File: src/rtl/multicycle_control32.sv
// Multi-cycle IF/ID/EX/MEM/WB sequencer for the Minisys MIPS32 datapath, with a retired-instruction counter.
// Optional memory handshake with timeout: define MEM_HANDSHAKE_EN.
module multicycle_control32 #(
  parameter int MEM_TIMEOUT = 15,
  parameter int RETIRE_W    = 32
) (
  input  logic                clock,
  input  logic                reset,
  input  logic [5:0]          Opcode,
  input  logic [5:0]          Function_opcode,
  input  logic                mem_ready,
  output logic                ir_write,
  output logic                pc_write,
  output logic [1:0]          pc_src,
  output logic                Branch,
  output logic                nBranch,
  output logic                mem_read,
  output logic                mem_write,
  output logic                MemtoReg,
  output logic                RegWrite,
  output logic [1:0]          reg_dst,
  output logic                ALUSrc,
  output logic [1:0]          ALUOp,
  output logic                I_format,
  output logic                Sftmd,
  output logic [2:0]          state,
  output logic                illegal,
  output logic                retire,
  output logic [RETIRE_W-1:0] retired_cnt
);

  typedef enum logic [2:0] {
    S_IF  = 3'd0,
    S_ID  = 3'd1,
    S_EX  = 3'd2,
    S_MEM = 3'd3,
    S_WB  = 3'd4
  } state_t;

  state_t              state_q, state_d;
  logic [RETIRE_W-1:0] retired_cnt_q, retired_cnt_d;
  logic                mem_done_s, timeout_s;
  logic is_rtype_s, is_jr_s, is_j_s, is_jal_s, is_beq_s, is_bne_s, is_ifmt_s, is_lw_s, is_sw_s, legal_s;

  assign is_rtype_s = (Opcode == 6'h00);
  assign is_jr_s    = is_rtype_s && (Function_opcode == 6'h08);
  assign is_j_s     = (Opcode == 6'h02);
  assign is_jal_s   = (Opcode == 6'h03);
  assign is_beq_s   = (Opcode == 6'h04);
  assign is_bne_s   = (Opcode == 6'h05);
  assign is_ifmt_s  = (Opcode[5:3] == 3'b001);
  assign is_lw_s    = (Opcode == 6'h23);
  assign is_sw_s    = (Opcode == 6'h2B);
  assign legal_s    = is_rtype_s | is_j_s | is_jal_s | is_beq_s | is_bne_s | is_ifmt_s | is_lw_s | is_sw_s;

`ifdef MEM_HANDSHAKE_EN
  logic [15:0] wait_cnt_q, wait_cnt_d;

  assign mem_done_s = mem_ready;
  // A zero timeout means wait for mem_ready indefinitely.
  assign timeout_s  = (MEM_TIMEOUT != 32'sd0) && (wait_cnt_q == 16'(MEM_TIMEOUT)) && !mem_ready;

  // Wait counter restarts on every state entry, including IF re-entry after a timeout.
  always_comb begin
    wait_cnt_d = wait_cnt_q;
    if ((state_d != state_q) || timeout_s) begin
      wait_cnt_d = 16'd0;
    end else if (wait_cnt_q == 16'hFFFF) begin
      wait_cnt_d = wait_cnt_q;
    end else begin
      wait_cnt_d = wait_cnt_q + 16'd1;
    end
  end
`else
  logic mem_ready_unused_s;
  assign mem_ready_unused_s = mem_ready;
  assign mem_done_s         = 1'b1;
  assign timeout_s          = 1'b0;
`endif

  // Next state plus the state/IR-decoded control strobes; everything is forced low during reset.
  always_comb begin
    state_d   = state_q;
    ir_write  = 1'b0;
    pc_write  = 1'b0;
    pc_src    = 2'b00;
    Branch    = 1'b0;
    nBranch   = 1'b0;
    mem_read  = 1'b0;
    mem_write = 1'b0;
    MemtoReg  = 1'b0;
    RegWrite  = 1'b0;
    reg_dst   = 2'b00;
    illegal   = 1'b0;
    retire    = 1'b0;
    if (reset) begin
      state_d = S_IF;
    end else begin
      case (state_q)
        S_IF: begin
          mem_read = 1'b1;
          if (mem_done_s) begin
            ir_write = 1'b1;
            pc_write = 1'b1;
            state_d  = S_ID;
          end else if (timeout_s) begin
            illegal = 1'b1;
            state_d = S_IF;
          end else begin
            state_d = S_IF;
          end
        end
        S_ID: begin
          if (is_j_s || is_jal_s) begin
            pc_write = 1'b1;
            pc_src   = 2'b10;
            RegWrite = is_jal_s;
            reg_dst  = is_jal_s ? 2'b10 : 2'b00;
            retire   = 1'b1;
            state_d  = S_IF;
          end else if (is_jr_s) begin
            pc_write = 1'b1;
            pc_src   = 2'b11;
            retire   = 1'b1;
            state_d  = S_IF;
          end else if (legal_s) begin
            state_d = S_EX;
          end else begin
            illegal = 1'b1;
            state_d = S_IF;
          end
        end
        S_EX: begin
          if (is_beq_s || is_bne_s) begin
            Branch  = is_beq_s;
            nBranch = is_bne_s;
            pc_src  = 2'b01;
            retire  = 1'b1;
            state_d = S_IF;
          end else if (is_lw_s || is_sw_s) begin
            state_d = S_MEM;
          end else if (is_rtype_s || is_ifmt_s) begin
            state_d = S_WB;
          end else begin
            state_d = S_IF;
          end
        end
        S_MEM: begin
          mem_read  = is_lw_s;
          mem_write = is_sw_s;
          if (mem_done_s) begin
            if (is_sw_s) begin
              retire  = 1'b1;
              state_d = S_IF;
            end else begin
              state_d = S_WB;
            end
          end else if (timeout_s) begin
            mem_write = 1'b0;
            illegal   = 1'b1;
            state_d   = S_IF;
          end else begin
            state_d = S_MEM;
          end
        end
        S_WB: begin
          RegWrite = 1'b1;
          reg_dst  = is_rtype_s ? 2'b01 : 2'b00;
          MemtoReg = is_lw_s;
          retire   = 1'b1;
          state_d  = S_IF;
        end
        default: begin
          state_d = S_IF;
        end
      endcase
    end
  end

  // ALU controls stay valid from EX through write-back so the result path is stable.
  always_comb begin
    ALUOp    = 2'b00;
    ALUSrc   = 1'b0;
    I_format = 1'b0;
    Sftmd    = 1'b0;
    if (!reset && ((state_q == S_EX) || (state_q == S_MEM) || (state_q == S_WB))) begin
      if (is_rtype_s) begin
        ALUOp = 2'b10;
        Sftmd = (Function_opcode[5:3] == 3'b000);
      end else if (is_ifmt_s) begin
        ALUOp    = 2'b10;
        ALUSrc   = 1'b1;
        I_format = 1'b1;
      end else if (is_lw_s || is_sw_s) begin
        ALUSrc = 1'b1;
      end else if (is_beq_s || is_bne_s) begin
        ALUOp = 2'b01;
      end else begin
        ALUOp = 2'b00;
      end
    end else begin
      ALUOp = 2'b00;
    end
  end

  assign retired_cnt_d = retired_cnt_q + {{(RETIRE_W-1){1'b0}}, retire};

  // Sequencer state, retired counter and wait counter.
  always_ff @(posedge clock) begin
    if (reset) begin
      state_q       <= S_IF;
      retired_cnt_q <= {RETIRE_W{1'b0}};
`ifdef MEM_HANDSHAKE_EN
      wait_cnt_q    <= 16'd0;
`endif
    end else begin
      state_q       <= state_d;
      retired_cnt_q <= retired_cnt_d;
`ifdef MEM_HANDSHAKE_EN
      wait_cnt_q    <= wait_cnt_d;
`endif
    end
  end

  assign state       = state_q;
  assign retired_cnt = retired_cnt_q;

endmodule
File: config.mk
export PLATFORM = sky130hd
export DESIGN_NAME = multicycle_control32
export DESIGN_NICKNAME = d
export VERILOG_FILES = /design/src/rtl/multicycle_control32.sv
export SDC_FILE = /design/constraint.sdc
export NUM_CORES = 1
export LEC_CHECK = 0
export CELL_PAD_IN_SITES_DETAIL_PLACEMENT = 1
export CELL_PAD_IN_SITES_GLOBAL_PLACEMENT = 2
export CORE_MARGIN = 8
export CORE_UTILIZATION = 23
export CTS_CLUSTER_SIZE = 14
export DETAILED_ROUTE_END_ITERATION = 12
export GPL_ROUTABILITY_DRIVEN = 0
export PLACE_DENSITY_LB_ADDON = 0.1
export RECOVER_POWER = 50
export SETUP_SLACK_MARGIN = 0.1
export SYNTH_ARGS = -nofsm -noshare
export SYNTH_HDL_FRONTEND = slang
export SYNTH_SLANG_ARGS = --single-unit
File: constraint.sdc
create_clock -name clock -period 3.75 [get_ports clock]
set_input_delay 1.125 -clock clock [delete_from_list [all_inputs] [get_ports clock]]
set_output_delay 1.125 -clock clock [all_outputs]
set_load 0.01 [all_outputs]
==> load_flow_metrics.sql, run 1 <==
INSERT INTO impl_metrics (metric_group, metric, value, unit) VALUES
('logic_synthesis', 'yosys.area.top_type', 'sky130_fd_sc_hd__dfxtp_1', ''),
('routing', 'routed_wirelength', '7.29', 'mm'),
('sta', 'number_of_setup_violations_in_the_final_report', '0', ''),
('setup_path', 'setup.worst_path.start', 'Opcode[2]', ''),
('sta', 'fin_skew', '0.00603', 'ns'),
('sta', 'hold-worst-slack', '0.490', 'ns'),
('routing', 'detailroute.wirelength.met3', '373', 'µm'),
('floorplan', 'fp-row-count', '34', ''),
('logic_synthesis', 'register_area_share_after_synthesis', '34.5', '%'),
('setup_path', 'worstPathCellList', 'clkdlybuf4s25_1 > nor4_4 > nand3_2 > or4b_1 > a21oi_1 > buf_2', ''),
('power_and_ir_drop', 'cell_internal_pwr', '0.608', 'mW'),
('hold_path', 'worstHoldPathType', 'reg2reg', ''),
('layout', 'n_antenna_cell', '0', ''),
('clocking', 'cts_root_buffer', 'sky130_fd_sc_hd__clkbuf_8', ''),
('clocking', 'htree_levels', '2', ''),
('run', 'maxCapViolCount', '0', ''),
('outcome', 'run_status', 'finished, final reports clean', ''),
('floorplan', 'ioPinCount', '69', ''),
('logic_synthesis', 'post_synth.cell_area_avg', '8.18', 'µm²'),
('power_and_ir_drop', 'static-leakage-power', '1.38', 'nW'),
('logic_synthesis', 'postSynthRegisterBits', '35', ''),
('setup_path', 'critPathMaxFanout', '2', ''),
('hold_path', 'min_delay_path_depth', '2', ''),
('logic_synthesis', 'syn-num-nets', '266', ''),
('sta', 'rsz_0062_raised_after_global_routing', 'yes', ''),
('setup_path', 'timing.critical_path.to_type', 'output pin', ''),
('setup_path', 'worstReg2RegEnd', 'retired_cnt[24]$_SDFF_PP0_', ''),
('logic_synthesis', 'syn_warnings', '0', ''),
('routing', 'highest-signal-layer', 'met5', ''),
('power_and_ir_drop', 'power.ir.vdd_worst', '0.114', 'mV'),
('grt', 'grt_start_max_net_pins', '34', ''),
('routing', 'post_drt_via_cell_ratio', '4.99', ''),
('layout', 'relative_area_change_from_synthesis_to_final_layout', '65.2', '%'),
('clocking', 'clk-insertion-delay-late', '0.29', 'ns'),
('clocking', 'ctsLongestPathBuffers', '2', ''),
('layout', 'fin_area', '3350', 'µm²'),
('setup_path', 'ff2ff_setup_slack', '0.89', 'ns'),
('hold_path', 'hp-start', 'retired_cnt[31]$_SDFF_PP0_', ''),
('grt', 'initial_antenna_violation_count', '1', ''),
('placement', 'io_buffers', '67', ''),
('layout', 'finalNetCount', '377', ''),
('sta', 'final-hold-violation-count', '0', ''),
('layout', 'n_fill_cell', '1043', ''),
('logic_synthesis', 'synth_cell_types', '45', ''),
('setup_path', 'cp.buffers_inverters', '2', ''),
('setup_path', 'worst_path_top_cell_family_by_delay', 'simple AND/OR/NAND/NOR gates', ''),
('power_and_ir_drop', 'p_clk_share', '43.3', '%'),
('routing', 'wl_met2', '3.61', 'mm'),
('routing', 'routed_length_per_placed_instance', '15.6', 'µm'),
('clocking', 'cts_sinks', '35', ''),
('logic_synthesis', 'synthTopCellsByCount', 'sky130_fd_sc_hd__dfxtp_1, sky130_fd_sc_hd__nor2_1, sky130_fd_sc_hd__a21oi_1', ''),
('routing', 'detail_route.first_pass.iterations', '4', ''),
('routing', 'remaining_design_rule_violation_count', '0', ''),
('power_and_ir_drop', 'power_switching_share', '25.2', '%'),
('logic_synthesis', 'netlist.area_leader.share', '34.5', '%'),
('logic_synthesis', 'ys.flop_type', 'sky130_fd_sc_hd__dfxtp_1', ''),
('setup_path', 'critPathMaxStageDelay', '0.51', 'ns'),
('clocking', 'cts_made_buffers', '5', ''),
('sta', 'finalMaxSlewViolations', '0', ''),
('grt', 'grt.overflow.total', '0', ''),
('sta', 'slew-limit-headroom', '60.0', '%'),
('power_and_ir_drop', 'switchingPower', '0.205', 'mW'),
('routing', 'detailedRoute.firstIterationViolations', '52', ''),
('logic_synthesis', 'synth.area.top_cells', 'sky130_fd_sc_hd__dfxtp_1, sky130_fd_sc_hd__a21oi_1, sky130_fd_sc_hd__o31ai_1, sky130_fd_sc_hd__nor2_1, sky130_fd_sc_hd__or4_1', ''),
('setup_path', 'worst_ep_required_time', '2.62', 'ns'),
('logic_synthesis', 'netlist_area', '2030', 'µm²'),
('sta', 'finalCritPeriodShare', '97.5', '%'),
('power_and_ir_drop', 'pwr_density_cell', '243', 'nW/µm²'),
('grt', 'grt_first_pass_wirelength', '12.0', 'mm'),
('setup_path', 'timing.critical_path.arrival', '2.53', 'ns'),
('setup_path', 'crit_type', 'in2out', '');
through the flow:
stage / setup slack (ns) / TNS, ns / util, % / power, mW / std cells
final: 0.0949 / 0 / 38.8 / 0.813 / 467
after global routing: 0.0226 / 0 / 38.8 / 0.845 / 467
after CTS: -0.0247 / -0.0619 / 37.7 / 0.822 / 463
after detailed placement: -0.768 / -20.97 / 35.3 / 0.465 / 447
after global placement: -0.733 / -18.34 / 35.3 / 0.465 / 447
after floorplan: -0.0762 / -0.178 / - / 0.414 / 248
what timing repair did:
action                                 in CTS  in global routing
pin swaps                                  18                 14
setup endpoints to repair                  43                 35
endpoints found under the hold margin       0                  0
gates resized for setup                   108                 27
setup buffers                              10                  4
sequential cells by signal (all words and copies together), names as in the netlist:
signal and count:
state 3, retired_cnt 32
tightest hold or removal path, stage by stage, from the launching register on:
cell                      delay (ns)
sky130_fd_sc_hd__dfxtp_1        0.32
sky130_fd_sc_hd__o31ai_1        0.07
sky130_fd_sc_hd__a21oi_1        0.06
cell families (layout without fill, tap and decap cells):
family	count (synthesis)	in the layout	synth area share, %
buf+inv	18	129	4.87
compound gates	50	50	14.9
flops	35	35	34.5
mux	2	2	1.05
xor+xnor	12	12	5.18
simple gates	128	128	37.6
fa+ha+maj	3	3	1.85
cell usage in the layout (no fill, tap or decap), drive strengths merged, types with 9 or more instances in the layout:
cell type,Yosys,layout
a21oi,21,21
nand3,11,11
nor2,25,25
buf,5,66
nand4,12,12
dlygate4sd2,0,9
or4,12,12
dlygate4sd3,0,35
nand2,19,19
xor2,10,10
dfxtp,35,35
nor3,10,10
o21ai,9,9
o31ai,13,13
worst max-delay path by stage:
| stage | end | slack [ns] | cells past startpoint |
|---|---|---|---|
| 5_1_grt | pc_src[0] | 0.02 | 6 |
| 2_1_floorplan | retired_cnt[24]$_SDFF_PP0_ | -0.08 | 11 |
| 3_5_place_dp | retire | -0.77 | 6 |
| 4_1_cts | retire | -0.02 | 6 |
| 6_report | pc_src[0] | 0.09 | 6 |
| 3_3_place_gp | pc_write | -0.73 | 6 |
final cells by class:
| class | count | area (µm²) | share of cell area (%) |
|---|---|---|---|
| clock buffer | 5 | 68.8 | 2.05 |
| clock inverter | 2 | 37.5 | 1.12 |
| inverter | 6 | 22.5 | 0.672 |
| multi-input combinational | 195 | 1410 | 42.0 |
| sequential | 35 | 701 | 20.9 |
| tap | 108 | 135 | 4.03 |
| timing repair buffer | 116 | 978 | 29.2 |
per-layer routing:
| layer | up-vias | global-route usage [%] |
|---|---|---|
| met5 | - | 0 |
| met2 | 40 | 21.0 |
| li1 | 1139 | - |
| met3 | 8 | 3.40 |
| met1 | 1142 | 15.0 |
| met4 | 2 | 3.57 |
power groups by stage:
stage                     Clock [mW]  Combinational [mW]  Sequential, mW
after floorplan                    0              0.0304           0.383
after global placement             0              0.0788           0.386
after detailed placement           0              0.0788           0.386
after CTS                      0.365              0.0788           0.378
after global routing           0.376              0.0901           0.379
final                          0.352              0.0824           0.378
Note: power is estimated with default switching activity, not from simulation.
==> inputs of run 2 (changes only) <==
- CORE_UTILIZATION: 23 -> 32
- DONT_BUFFER_PORTS: unset -> 1
- PLACE_DENSITY: unset -> 0.76
- PLACE_DENSITY_LB_ADDON: 0.1 -> unset
==> load_flow_metrics.sql, run 2 (same netlist as run 1, synthesis figures left out) <==
INSERT INTO impl_metrics (metric_group, metric, value, unit) VALUES
('clocking', 'cts_root_buffer', 'sky130_fd_sc_hd__clkbuf_8', ''),
('placement', 'detailed_place_hpwl', '4.56', 'mm'),
('power_and_ir_drop', 'pwr_density_cell', '350', 'nW/µm²'),
('layout', 'top_library_cells_by_usage_in_the_layout_fill_and_taps_aside', 'sky130_fd_sc_hd__dfxtp_1, sky130_fd_sc_hd__nor2_1, sky130_fd_sc_hd__a21oi_1', ''),
('sta', 'fin_skew', '0.00706', 'ns'),
('floorplan', 'die-area', '9150', 'µm²'),
('sta', 'slew_at_the_pin_with_the_worst_max_slew_slack', '0.590', 'ns'),
('setup_path', 'worst_path_top_cell_family_by_delay', 'simple AND/OR/NAND/NOR gates', ''),
('grt', 'grt_pass1_vias', '1943', ''),
('hold_path', 'worstHoldPathType', 'reg2reg', ''),
('routing', 'detail-route-antenna-nets', '0', ''),
('outcome', 'run_status', 'finished, final reports clean', ''),
('sta', 'number_of_setup_violations_in_the_final_report', '0', ''),
('routing', 'post_drt_via_cell_ratio', '5.69', ''),
('clocking', 'cts_made_buffers', '5', ''),
('clocking', 'ctsLongestPathBuffers', '2', ''),
('routing', 'routed_length_per_placed_instance', '18.0', 'µm'),
('setup_path', 'worstPathCellList', 'or4b_4 > buf_4 > or4b_4 > a21oi_4', ''),
('sta', 'slew-limit-headroom', '60.6', '%'),
('setup_path', 'timing.critical_path.arrival', '2.49', 'ns'),
('sta', 'timing.fmax', '277', 'MHz'),
('setup_path', 'critPathMaxFanout', '2', ''),
('floorplan', 'dieWidth', '95.6', 'µm'),
('clocking', 'cts_sinks', '35', ''),
('setup_path', 'worst-r2r-cell-count', '10', ''),
('power_and_ir_drop', 'post_route_total_power', '0.817', 'mW'),
('routing', 'remaining_design_rule_violation_count', '0', ''),
('run', 'maxCapViolCount', '0', ''),
('setup_path', 'worstReg2RegEnd', 'retired_cnt[31]$_SDFF_PP0_', ''),
('layout', 'layout-drive-gt1-share', '16.7', '%'),
('setup_path', 'worst_ep_required_time', '2.62', 'ns'),
('grt', 'grt.overflow.total', '0', ''),
('placement', 'placed_cells_incl_taps', '327', ''),
('hold_path', 'hp-start', 'retired_cnt[31]$_SDFF_PP0_', ''),
('floorplan', 'fp-row-count', '29', ''),
('placement', 'io_buffers', '0', ''),
('layout', 'fin_util', '37.4', '%'),
('setup_path', 'crit_slowest_cell', 'sky130_fd_sc_hd__or4b_4', ''),
('clocking', 'cts-hold-fix-buffers', '0', ''),
('grt', 'grt_first_pass_wirelength', '9.89', 'mm'),
('routing', 'detailedRoute.firstIterationViolations', '26', ''),
('sta', 'fin_crit', '3.61', 'ns'),
('layout', 'largest_register_ffs', '32', ''),
('setup_path', 'worst_path_most_repeated_cell', 'sky130_fd_sc_hd__or4b_4', ''),
('sta', 'fin_tns_setup', '0', 'ns'),
('sta', 'rsz_0062_raised_after_global_routing', 'no', ''),
('floorplan', 'initial_utilization', '32.5', '%'),
('floorplan', 'coreArea', '6240', 'µm²'),
('layout', 'n_antenna_cell', '0', ''),
('clocking', 'cts.repair_timing.setup_buffer_count', '0', ''),
('routing', 'detail_route.first_pass.iterations', '4', ''),
('layout', 'final-instance-count-excl-fill', '335', ''),
('setup_path', 'crit_type', 'in2out', ''),
('sta', 'finalCritPeriodShare', '96.3', '%'),
('setup_path', 'ff2ff_setup_slack', '0.89', 'ns'),
('hold_path', 'hold_path_end', 'retired_cnt[31]$_SDFF_PP0_', ''),
('grt', 'grt_start_max_net_pins', '38', ''),
('sta', 'finalMaxSlewViolations', '0', ''),
('floorplan', 'ioPinCount', '69', ''),
('setup_path', 'cp-start-kind', 'input port', ''),
('grt', 'grt_util_all_layers', '13.4', '%'),
('layout', 'final_common_cell', 'sky130_fd_sc_hd__dfxtp_1', ''),
('hold_path', 'min_delay_path_depth', '2', ''),
('routing', 'detailroute.via_count', '1907', ''),
('floorplan', 'die-height', '95.6', 'µm'),
('clocking', 'htree_levels', '2', ''),
('power_and_ir_drop', 'static-leakage-power', '0.754', 'nW'),
('setup_path', 'critPathMaxStageDelay', '0.53', 'ns'),
('power_and_ir_drop', 'power.ir.vdd_worst', '0.194', 'mV'),
('sta', 'final-hold-violation-count', '0', ''),
('setup_path', 'cp.buffers_inverters', '1', ''),
('clocking', 'tritoncts', 'done', ''),
('clocking', 'clk-insertion-delay-late', '0.29', 'ns'),
('layout', 'relative_area_change_from_synthesis_to_final_layout', '15.0', '%'),
('setup_path', 'reg2reg_from', 'state[2]$_SDFF_PP0_', ''),
('routing', 'routed_wirelength', '6.03', 'mm'),
('grt', 'initial_antenna_violation_count', '0', ''),
('setup_path', 'timing.critical_path.to_type', 'output pin', ''),
('layout', 'finalNetCount', '275', ''),
('clocking', 'cts.reportedPaths.clkPinSlew', '0.08', 'ns');
## run 2: cell count changes in the layout (fill, tap and decap cells not counted), moves of 4 or more
cell | before | now
sky130_fd_sc_hd__nor4_1 | 1 | 5
sky130_fd_sc_hd__or4_1 | 8 | 12
sky130_fd_sc_hd__dlygate4sd2_1 | 9 | 0
sky130_fd_sc_hd__dlygate4sd3_1 | 35 | 0
sky130_fd_sc_hd__buf_4 | 44 | 13
sky130_fd_sc_hd__buf_6 | 8 | 0
sky130_fd_sc_hd__buf_2 | 14 | 0
sky130_fd_sc_hd__a21oi_2 | 4 | 0
sky130_fd_sc_hd__or4_4 | 4 | 0
## run 2: metal layers
metal | global-route usage, % | routed length, µm | up-vias
met5 | 0 | 0 | -
met4 | 3.46 | 59 | 0
met3 | 6.06 | 485 | 5
met2 | 22.1 | 2880 | 45
met1 | 15.5 | 2610 | 918
li1 | - | - | 939
## run 2: area by class of cell
| type | count | area [µm²] |
|---|---|---|
| Fill cell | 752 | 3910 |
| Tap cell | 77 | 96.3 |
| Clock buffer | 5 | 68.8 |
| Sequential cell | 35 | 701 |
| Inverter | 6 | 22.5 |
| Timing Repair Buffer | 14 | 101 |
| Multi-Input combinational cell | 195 | 1280 |
| Clock inverter | 3 | 67.6 |
## run 2: worst reg2reg max path: stages (launching register included)
cell                       delay, ns
sky130_fd_sc_hd__dfxtp_1        0.39
sky130_fd_sc_hd__or2_2          0.39
sky130_fd_sc_hd__nor2_1         0.18
sky130_fd_sc_hd__nand2_1        0.09
sky130_fd_sc_hd__o211ai_1       0.24
sky130_fd_sc_hd__clkbuf_1       0.22
sky130_fd_sc_hd__ha_1           0.20
sky130_fd_sc_hd__and2_2         0.22
sky130_fd_sc_hd__nand4_4        0.18
sky130_fd_sc_hd__or4_1          0.55
sky130_fd_sc_hd__a21oi_1        0.14
## run 2: worst max-delay path by stage
stage / startpoint / to / cells after the start
CTS: Function_opcode[1] / pc_src[0] / 4
detailed placement: Function_opcode[1] / retired_cnt[24]$_SDFF_PP0_ / 10
global placement: Function_opcode[1] / retired_cnt[24]$_SDFF_PP0_ / 10
floorplan: Function_opcode[1] / retired_cnt[24]$_SDFF_PP0_ / 11
finish: Function_opcode[1] / pc_src[0] / 4
global route: Function_opcode[1] / retired_cnt[31]$_SDFF_PP0_ / 10
## run 2: report_power, final
part | total (mW) | leakage (nW) | internal [mW] | switching (mW)
Sequential | 0.379 | 0.282 | 0.373 | 0.00590
Clock | 0.410 | 0.0644 | 0.265 | 0.145
Combinational | 0.0278 | 0.408 | 0.0127 | 0.0151
## run 2: metrics by stage
| step | hold WS [ns] | area (µm²) | setup slack, ns |
|---|---|---|---|
| after floorplan | 0.493 | 2060 | -0.0762 |
| after global placement | 0.505 | 2180 | -0.0892 |
| after detailed placement | 0.524 | 2180 | -0.139 |
| after CTS | 0.535 | 2330 | 0.109 |
| after global routing | 0.568 | 2330 | 0.0633 |
| final | 0.522 | 2330 | 0.138 |
## run 2: what timing repair did
action	CTS	global route
gates cloned	0	0
endpoints found under the setup margin	1	11
pin swaps	1	1
resized for setup	3	4
==> inputs of run 3 (changes only) <==
- GPL_TIMING_DRIVEN: unset -> 0
- TNS_END_PERCENT: unset -> 30
==> load_flow_metrics.sql, run 3 (same netlist as run 1, synthesis figures left out) <==
INSERT INTO impl_metrics (metric_group, metric, value, unit) VALUES
('grt', 'grt_pass1_vias', '1911', ''),
('setup_path', 'crit_type', 'in2out', ''),
('layout', 'final-instance-count-excl-fill', '340', ''),
('layout', 'final_common_cell', 'sky130_fd_sc_hd__dfxtp_1', ''),
('layout', 'top_library_cells_by_usage_in_the_layout_fill_and_taps_aside', 'sky130_fd_sc_hd__dfxtp_1, sky130_fd_sc_hd__nor2_1, sky130_fd_sc_hd__a21oi_1', ''),
('sta', 'finalCritPeriodShare', '97.5', '%'),
('sta', 'hold-worst-slack', '0.527', 'ns'),
('setup_path', 'timing.critical_path.arrival', '2.53', 'ns'),
('routing', 'routed_length_per_placed_instance', '17.8', 'µm'),
('layout', 'n_antenna_cell', '0', ''),
('grt', 'initial_antenna_violation_count', '0', ''),
('clocking', 'cts_made_buffers', '5', ''),
('floorplan', 'dieWidth', '95.6', 'µm'),
('hold_path', 'hp-start', 'retired_cnt[31]$_SDFF_PP0_', ''),
('power_and_ir_drop', 'power.ir.vdd_worst', '0.184', 'mV'),
('setup_path', 'worst_ep_required_time', '2.62', 'ns'),
('clocking', 'cts_root_buffer', 'sky130_fd_sc_hd__clkbuf_8', ''),
('routing', 'routed_wirelength', '6.04', 'mm'),
('floorplan', 'coreArea', '6240', 'µm²'),
('setup_path', 'critPathMaxFanout', '2', ''),
('sta', 'final-hold-violation-count', '0', ''),
('setup_path', 'ff2ff_setup_slack', '0.65', 'ns'),
('routing', 'post_drt_via_cell_ratio', '5.61', ''),
('run', 'maxCapViolCount', '0', ''),
('routing', 'remaining_design_rule_violation_count', '0', ''),
('sta', 'rsz_0062_raised_after_global_routing', 'yes', ''),
('sta', 'fin_crit', '3.66', 'ns'),
('outcome', 'run_status', 'finished, final reports clean', ''),
('setup_path', 'worstReg2RegEnd', 'retired_cnt[24]$_SDFF_PP0_', ''),
('routing', 'detailedRoute.firstIterationViolations', '31', ''),
('placement', 'detailed_place_hpwl', '4.56', 'mm'),
('power_and_ir_drop', 'pwr_density_cell', '328', 'nW/µm²'),
('hold_path', 'worstHoldPathType', 'reg2reg', ''),
('layout', 'largest_register_ffs', '32', ''),
('clocking', 'cts.reportedPaths.clkPinSlew', '0.07', 'ns'),
('setup_path', 'timing.critical_path.to', 'pc_src[0]', ''),
('sta', 'timing.fmax', '274', 'MHz'),
('clocking', 'cts-hold-fix-buffers', '0', ''),
('floorplan', 'ioPinCount', '69', ''),
('setup_path', 'cp-start-kind', 'input port', ''),
('routing', 'detail_route.first_pass.iterations', '4', ''),
('layout', 'finalNetCount', '280', ''),
('sta', 'number_of_setup_violations_in_the_final_report', '0', ''),
('grt', 'grt_first_pass_wirelength', '9.60', 'mm'),
('sta', 'slew_at_the_pin_with_the_worst_max_slew_slack', '0.543', 'ns'),
('floorplan', 'fp-row-count', '29', ''),
('placement', 'io_buffers', '0', ''),
('setup_path', 'setup.worst_path.start', 'Function_opcode[1]', ''),
('grt', 'grt.overflow.total', '0', ''),
('sta', 'slew-limit-headroom', '63.4', '%'),
('routing', 'detail-route-antenna-nets', '0', ''),
('layout', 'relative_area_change_from_synthesis_to_final_layout', '16.7', '%'),
('floorplan', 'die-area', '9150', 'µm²'),
('clocking', 'tritoncts', 'done', ''),
('grt', 'grt_util_all_layers', '13.2', '%'),
('routing', 'detailroute.via_count', '1908', ''),
('setup_path', 'timing.critical_path.to_type', 'output pin', ''),
('clocking', 'clk-insertion-delay-late', '0.29', 'ns'),
('sta', 'finalMaxSlewViolations', '0', ''),
('floorplan', 'die-height', '95.6', 'µm'),
('layout', 'n_fill_cell', '770', ''),
('clocking', 'cts_sinks', '35', ''),
('setup_path', 'worst-r2r-cell-count', '10', ''),
('layout', 'layout-drive-gt1-share', '17.1', '%'),
('sta', 'fin_skew', '0.0103', 'ns'),
('sta', 'fin_tns_setup', '0', 'ns'),
('grt', 'grt_start_max_net_pins', '12', ''),
('layout', 'fin_util', '38.0', '%'),
('clocking', 'htree_levels', '2', ''),
('placement', 'placed_cells_incl_taps', '325', ''),
('clocking', 'ctsLongestPathBuffers', '2', ''),
('floorplan', 'initial_utilization', '32.5', '%'),
('setup_path', 'reg2reg_from', 'state[0]$_SDFF_PP0_', ''),
('power_and_ir_drop', 'static-leakage-power', '0.763', 'nW');
## run 3: changes by cell type in the layout (fill, tap and decap cells not counted), moves of 2 or more
cell	previous run	this run
sky130_fd_sc_hd__clkbuf_1	1	6
sky130_fd_sc_hd__buf_4	13	8
sky130_fd_sc_hd__clkbuf_8	5	7
sky130_fd_sc_hd__buf_6	0	3
sky130_fd_sc_hd__nor4_4	0	2
## run 3: worst min path at each step
stage	slack [ns]	endpoint	cells after the start
2_1_floorplan	0.49	retired_cnt[31]$_SDFF_PP0_	2
3_3_place_gp	0.51	retired_cnt[31]$_SDFF_PP0_	2
3_5_place_dp	0.53	retired_cnt[31]$_SDFF_PP0_	2
4_1_cts	0.54	retired_cnt[31]$_SDFF_PP0_	2
5_1_grt	0.58	retired_cnt[31]$_SDFF_PP0_	2
6_report	0.53	retired_cnt[31]$_SDFF_PP0_	2
## run 3: worst max-delay path, stage by stage
cell and delay (ns):
sky130_fd_sc_hd__or4b_4 0.54, sky130_fd_sc_hd__buf_4 0.15, sky130_fd_sc_hd__or4b_1 0.48, sky130_fd_sc_hd__a21oi_2 0.23
## run 3: cell type report
cell class / instances / area, µm² / area share [%]
Multi-Input combinational cell: 195 / 1300 / 54.7
Sequential cell: 35 / 701 / 29.6
Tap cell: 77 / 96.3 / 4.07
Clock buffer: 6 / 82.6 / 3.49
Buffer: 12 / 82.6 / 3.49
Timing Repair Buffer: 7 / 52.6 / 2.22
Clock inverter: 2 / 35.0 / 1.48
Inverter: 6 / 22.5 / 0.951
## run 3: repair_timing
action	CTS	global route
gates resized for setup	7	3
setup endpoints to repair	12	21
setup buffers	7	0
pin swaps	10	7
hold endpoints to repair	0	0
## run 3: power breakdown
part / internal [mW] / leakage (nW) / switching, mW
sequential: 0.373 / 0.282 / 0.00295
clock: 0.215 / 0.0612 / 0.145
combinational: 0.0146 / 0.419 / 0.0271
total: 0.603 / 0.763 / 0.175
## run 3: per-stage QoR
stage                     worst slack [ns]  power (mW)  instance area [µm²]
final                               0.0942       0.777                 2370
after global routing               0.00766       0.810                 2370
after CTS                          -0.0294       0.788                 2350
after detailed placement            -0.515       0.425                 2150
after global placement              -0.502       0.424                 2150
after floorplan                    -0.0917       0.414                 2050
## run 3: routing by layer
layer / share of wire (%) / global-route usage [%] / vias up
li1: - / - / 947
met5: 0 / 0 / -
met2: 49 / 23.0 / 40
met3: 6.9 / 5.35 / 5
met1: 43 / 14.6 / 916
met4: 1.1 / 3.46 / 0
